[src/rtl/mig_tt_enum.sv]
// Programmable majority-inverter-graph evaluator that sweeps all 2^N_IN inputs into a truth table.
// Latency: start sampled at edge k -> busy for 2^N_IN cycles -> done pulse in cycle k+2^N_IN+1.
// Backpressure: none; start and config writes are dropped unless the block is idle.
//
// Ports:
//   clk, rst_n                 clock (rising edge), asynchronous active-low reset
//   cfg_we, cfg_gate           write gate cfg_gate's operand selects/inversions
//   cfg_sel_a/b/c, cfg_inv     operand node selects and inversion mask {C,B,A}
//   cfg_out_we, cfg_out_sel,   write which node drives f and whether it is inverted
//   cfg_out_inv
//   start                      begin a sweep (single-cycle pulse)
//   busy, done, tt_valid, tt   sweep in progress, completion pulse, result-valid flag, truth table
module mig_tt_enum #(
    parameter int N_IN    = 7,
    parameter int N_GATES = 6,
    localparam int NODE_W = $clog2(1 + N_IN + N_GATES),
    localparam int GATE_W = $clog2(N_GATES)
) (
    input  logic                 clk,
    input  logic                 rst_n,
    input  logic                 cfg_we,
    input  logic [GATE_W-1:0]    cfg_gate,
    input  logic [NODE_W-1:0]    cfg_sel_a,
    input  logic [NODE_W-1:0]    cfg_sel_b,
    input  logic [NODE_W-1:0]    cfg_sel_c,
    input  logic [2:0]           cfg_inv,
    input  logic                 cfg_out_we,
    input  logic [NODE_W-1:0]    cfg_out_sel,
    input  logic                 cfg_out_inv,
    input  logic                 start,
    output logic                 busy,
    output logic                 done,
    output logic                 tt_valid,
    output logic [2**N_IN-1:0]   tt
);

    localparam int NNODES = 1 + N_IN + N_GATES;

    localparam logic [1:0] S_IDLE = 2'd0;
    localparam logic [1:0] S_RUN  = 2'd1;
    localparam logic [1:0] S_FIN  = 2'd2;

    logic [1:0]        state;
    logic [N_IN-1:0]   cnt;

    logic [NODE_W-1:0] sel_a [N_GATES];
    logic [NODE_W-1:0] sel_b [N_GATES];
    logic [NODE_W-1:0] sel_c [N_GATES];
    logic [2:0]        inv   [N_GATES];
    logic [NODE_W-1:0] out_sel;
    logic              out_inv;

    logic              f;

    // Node read with a visibility limit: anything at or above lim (forward
    // references, self references, out-of-range selectors) reads as 0. This
    // is what keeps the programmable network loop-free.
    function automatic logic pick(input logic [NNODES-1:0] v,
                                  input logic [NODE_W-1:0] s,
                                  input int lim);
        return (int'(s) < lim) ? v[s] : 1'b0;
    endfunction

    // Evaluate the whole network for the current counter value in one cycle.
    // Gates are evaluated in index order so each one sees only settled
    // lower-numbered nodes.
    always_comb begin : eval
        logic [NNODES-1:0] nv;
        logic              a, b, c;
        nv = '0;
        a  = 1'b0;
        b  = 1'b0;
        c  = 1'b0;
        for (int k = 0; k < N_IN; k++) begin
            nv[1+k] = cnt[k];
        end
        for (int g = 0; g < N_GATES; g++) begin
            a = pick(nv, sel_a[g], N_IN + 1 + g) ^ inv[g][0];
            b = pick(nv, sel_b[g], N_IN + 1 + g) ^ inv[g][1];
            c = pick(nv, sel_c[g], N_IN + 1 + g) ^ inv[g][2];
            nv[N_IN+1+g] = (a & b) | (a & c) | (b & c);
        end
        f = pick(nv, out_sel, NNODES) ^ out_inv;
    end

    assign busy = (state == S_RUN);
    assign done = (state == S_FIN);

    always_ff @(posedge clk or negedge rst_n) begin
        if (!rst_n) begin
            state    <= S_IDLE;
            cnt      <= '0;
            tt       <= '0;
            tt_valid <= 1'b0;
            out_sel  <= '0;
            out_inv  <= 1'b0;
            for (int g = 0; g < N_GATES; g++) begin
                sel_a[g] <= '0;
                sel_b[g] <= '0;
                sel_c[g] <= '0;
                inv[g]   <= '0;
            end
        end else begin
            case (state)
                S_IDLE: begin
                    // Config writes land on the same edge that accepts a
                    // concurrent start, so the sweep sees the new network.
                    if (cfg_we && (int'(cfg_gate) < N_GATES)) begin
                        sel_a[cfg_gate] <= cfg_sel_a;
                        sel_b[cfg_gate] <= cfg_sel_b;
                        sel_c[cfg_gate] <= cfg_sel_c;
                        inv[cfg_gate]   <= cfg_inv;
                        tt_valid        <= 1'b0;
                    end
                    if (cfg_out_we) begin
                        out_sel  <= cfg_out_sel;
                        out_inv  <= cfg_out_inv;
                        tt_valid <= 1'b0;
                    end
                    if (start) begin
                        state    <= S_RUN;
                        cnt      <= '0;
                        tt_valid <= 1'b0;
                    end
                end
                S_RUN: begin
                    tt[cnt] <= f;
                    cnt     <= cnt + 1'b1;
                    // Counter wrap is the exit: the last bit is written on
                    // the same edge that moves to FIN.
                    if (cnt == '1) begin
                        state    <= S_FIN;
                        tt_valid <= 1'b1;
                    end
                end
                S_FIN: begin
                    state <= S_IDLE;
                end
                default: begin
                    state <= S_IDLE;
                end
            endcase
        end
    end

endmodule

[config.mk]
export PLATFORM = sky130hd
export DESIGN_NAME = mig_tt_enum
export DESIGN_NICKNAME = d
export VERILOG_FILES = /design/src/rtl/mig_tt_enum.sv
export SDC_FILE = /design/constraint.sdc
export NUM_CORES = 1
export LEC_CHECK = 0
export CAP_MARGIN = 10
export CORE_UTILIZATION = 40
export CTS_CLUSTER_SIZE = 24
export DETAILED_ROUTE_END_ITERATION = 12
export GPL_ROUTABILITY_DRIVEN = 0
export PLACE_DENSITY = 0.69
export REMOVE_ABC_BUFFERS = 1
export SLEW_MARGIN = 0
export SYNTH_ARGS = -nofsm -noshare
export SYNTH_HDL_FRONTEND = slang
export SYNTH_SLANG_ARGS = --single-unit
export TNS_END_PERCENT = 1
[constraint.sdc]
create_clock -name clk -period 9.4 [get_ports clk]
set_clock_uncertainty 0.1 [all_clocks]
set_input_delay 1.88 -clock clk [delete_from_list [all_inputs] [get_ports clk]]
set_output_delay 1.88 -clock clk [all_outputs]
set_load 0.05 [all_outputs]
==> flow_summary_export.csv <==
group,metric,value,unit
synth,synthArstFlopShare,1.00,
route,wire_per_inst,22.7,um
critical_path,path_buf_inv,2,
critical_path,critical_path_arrival,8.18,ns
synth,ys_seq_elements,233,
critical_path,cpLargestDelayFamily,"compound AO/OA/AOI/OAI gates",
timing,fmax,129,MHz
synth,netlist_instances,2068,
synth,netlist.area_leader.share,0.319,
place,placed_cell_area,0.0198,mm^2
synth,synth_cell_types,76,
timing,setup_violations,0,
critical_path,required,9.80,ns
outcome,status,"finished clean",
cells_and_area,diodes,0,
clock_network,htreeDepth,1,
synth,yosys_warnings,0,
synth,synth_ff_type,"dfrtp_1",
global_routing,grt_start_max_net_pins,253,
cells_and_area,drive_gt1_frac,0.181,
global_routing,grt_remaining_overflow,0,
route,avgViaCountPerCell,6.84,
global_routing,grt_util_all_layers,0.247,
critical_path,critPathLaunchType,"flip-flop",
floorplanning,ios,159,
place,dp_hpwl,34100,um
clock_network,cts_setup_buffers,0,
floorplanning,initial_utilization,0.410,
clock_network,cts.repair.resized,0,
pwr,finalPower,7.24,mW
route,drtAntennaViolNets,0,
timing,rsz0062_at_grt,"false",
global_routing,grt_pass1_wl,95100,um
floorplanning,dieArea,0.0466,mm^2
clock_network,ctsHoldBuffers,0,
timing,slew_headroom,0.147,
critical_path,cpPeakStageDelay,0.83,ns
cells_and_area,fin_area,0.0209,mm^2
clock_network,insertion_delay,0.58,ns
pwr,ir_drop,0.550,mV
pwr,power_density,347,mW/mm^2
floorplanning,fp-row-count,77,
critical_path,criticalPathCategory,"reg2reg",
timing,finalHoldViolCount,0,
timing,fin_crit,7.78,ns
timing,tns,0,ns
critical_path,crit_chain,"buf_4 -> mux4_2 -> nor2b_1 -> nor4_2 -> o22ai_2 -> a2111oi_1 -> nor4_1 -> a311oi_1 -> o211ai_1 -> maj3_2 -> mux2i_4 -> a211oi_1 -> a2111oi_0 -> nor4bb_1 -> maj3_2 -> o211ai_1 -> xnor2_1 -> maj3_4 -> buf_12 -> o211ai_2 -> nand3_1",
global_routing,grt_antenna_before_repair,2,
floorplanning,die_y,216,um
clock_network,clock_sinks,233,
floorplanning,core_area,0.0446,mm^2
critical_path,crit_fanout,47,
clock_network,cts_buffer_depth,3,
cells_and_area,nets,2046,
synth,synth_top_cell_by_area,"dfrtp_1",
critical_path,critPathCaptureType,"flip-flop",
pwr,p_leak,7.96,nW
global_routing,grt_pass1_vias,17200,
job,maxCapViolations,0,
route,vias,18000,
worst_hold_path,min_path_cells,1,
synth,yosysSeqAreaShare,0.319,
critical_path,crit_cells,21,
clock_network,cts_tree,"yes",
clock_network,cts_root_buffer,"clkbuf_16",
timing,tightest_slew,1.28,ns
synth,avgSynthCellArea,8.84,um^2
route,totalWireLength,59700,um
clock_network,cts.clk_slew.worst_paths,0.06,ns
worst_hold_path,holdCritPathClass,"reg2reg",
route,drtIter0Drc,2368,
critical_path,r2r_cells,21,
timing,fin_crit_sh,0.828,
place,io_buffers,158,
critical_path,crit_slowest_cell,"dfrtp_1",
timing,timing.final.max_slew_violations,0,
floorplanning,die_w,216,um
cells_and_area,syn_to_final_growth,14.3,%
timing,holdWs,0.406,ns
synth,synth-edff-count,0,
route,drc,0,
synth,synth_area,0.0183,mm^2
synth,synth_area_leaders,"dfrtp_1 (32%), o211ai_2 (8.3%), nand3_1 (7.8%), mux2_2 (6.9%), clkbuf_1 (4.4%)",
route,drt_first_pass_iters,5,
clock_network,cts_made_buffers,30,
==> cell usage in the layout, fill, tap and decap left out, types with 9 or more instances in the layout <==
master,count
nor4_1,91
a221oi_1,46
nor3b_1,47
a21oi_1,113
clkdlybuf4s50_1,157
o211ai_1,22
nor2_1,51
mux4_2,20
inv_1,13
nand2b_1,12
o21ai_0,104
buf_4,27
mux2_2,112
a211oi_1,9
nor4b_1,81
or3_1,9
o211ai_2,121
mux2i_1,14
dfrtp_1,231
nor3_1,101
nor2b_1,20
clkbuf_16,31
o41ai_1,85
nand3_1,284
nand2_1,82
==> synthesized netlist by cell type, types with 4 or more instances <==
cell and number:
o211a_1 7, nand3_1 286, nor3_1 101, buf_6 13
nor4bb_1 4, nand2b_1 12, dfrtp_1 233, clkbuf_1 214
o21a_1 4, a31oi_1 5, nor3b_1 47, and3_1 7
a21oi_1 113, nand2_1 82, maj3_2 5, nor4b_1 81
a211oi_1 9, o21ai_0 104, inv_1 13, or2_2 4
nor2_1 52, mux2_2 112, nor2b_1 20, mux2i_1 14
a221oi_1 46, buf_1 13, and2_1 4, a311oi_1 4
mux4_2 20, o211ai_2 121, buf_2 34, or3_1 9
nor4_1 91, nand4_1 5, o211ai_1 22, nand3b_1 4
o41ai_1 85
==> registers in the layout, summed over array words and instances (netlist names) <==
register  count
cnt           7
inv          18
out_inv       1
out_sel       4
sel_a        24
sel_b        24
sel_c        24
state         2
tt          128
tt_valid      1
==> per-layer routing <==
layer | wire [um] | part of all wire | GRT usage | vias to the layer above
li1 | - | - | - | 8022
met1 | 25500 | 0.43 | 0.339 | 9034
met2 | 28000 | 0.47 | 0.397 | 836
met3 | 4570 | 0.077 | 0.0420 | 113
met4 | 1560 | 0.026 | 0.0733 | 4
met5 | 26 | 0.00044 | 0 | -
==> stage by stage <==
step / setup slack (ns) / std cells / utilization
2_1_floorplan: -4.46 / 1792 / -
3_3_place_gp: 1.98 / 2576 / 0.445
3_5_place_dp: 1.76 / 2576 / 0.445
4_1_cts: 1.76 / 2630 / 0.468
5_1_grt: 1.16 / 2631 / 0.468
6_report: 1.62 / 2631 / 0.468
==> worst reg2reg max path, stage by stage, from the launching register on <==
cell	delay [ns]
dfrtp_1	0.83
buf_4	0.40
mux4_2	0.30
nor2b_1	0.07
nor4_2	0.54
o22ai_2	0.26
a2111oi_1	0.66
nor4_1	0.14
a311oi_1	0.34
o211ai_1	0.16
maj3_2	0.41
mux2i_4	0.23
a211oi_1	0.49
a2111oi_0	0.15
nor4bb_1	0.35
maj3_2	0.31
o211ai_1	0.13
xnor2_1	0.36
maj3_4	0.76
buf_12	0.42
o211ai_2	0.20
nand3_1	0.13
==> path summary, 6_finish.rpt <==
path	start	to	slack, ns
max	cnt[5]	tt[77]	1.62
min in group asynchronous	rst_n	tt[65]	1.13
min reg2reg	inv[8]	inv[8]	0.41
min	inv[8]	inv[8]	0.41
max in group asynchronous	rst_n	sel_b[18]	6.56
max reg2reg	cnt[5]	tt[77]	1.62
==> layout make-up <==
cell class / count / area (um^2)
Multi-Input combinational cell: 1545 / 11300
Fill cell: 4230 / 23700
Clock buffer: 45 / 898
Sequential cell: 233 / 5840
Timing Repair Buffer: 193 / 1960
Inverter: 14 / 52.6
Clock inverter: 9 / 133
Tap cell: 592 / 741
==> kinds of logic after synthesis <==
logic type,synth area share
AND/OR/NAND/NOR,0.255
AO/OA/AOI/OAI,0.248
buffers and inverters,0.0676
flip-flops,0.319
multiplexers,0.103
adder cells (fa/ha/maj),0.00431
XOR/XNOR,0.00411
==> power by group <==
| group | total, mW | internal [mW] | switching [mW] | leakage (nW) |
|---|---|---|---|---|
| clock network | 1.22 | 0.738 | 0.484 | 0.505 |
| logic | 4.36 | 1.17 | 3.19 | 4.32 |
| registers | 1.67 | 1.27 | 0.397 | 3.14 |
| total | 7.24 | 3.17 | 4.07 | 7.96 |
No activity file was read; power rests on OpenSTA's default activity.
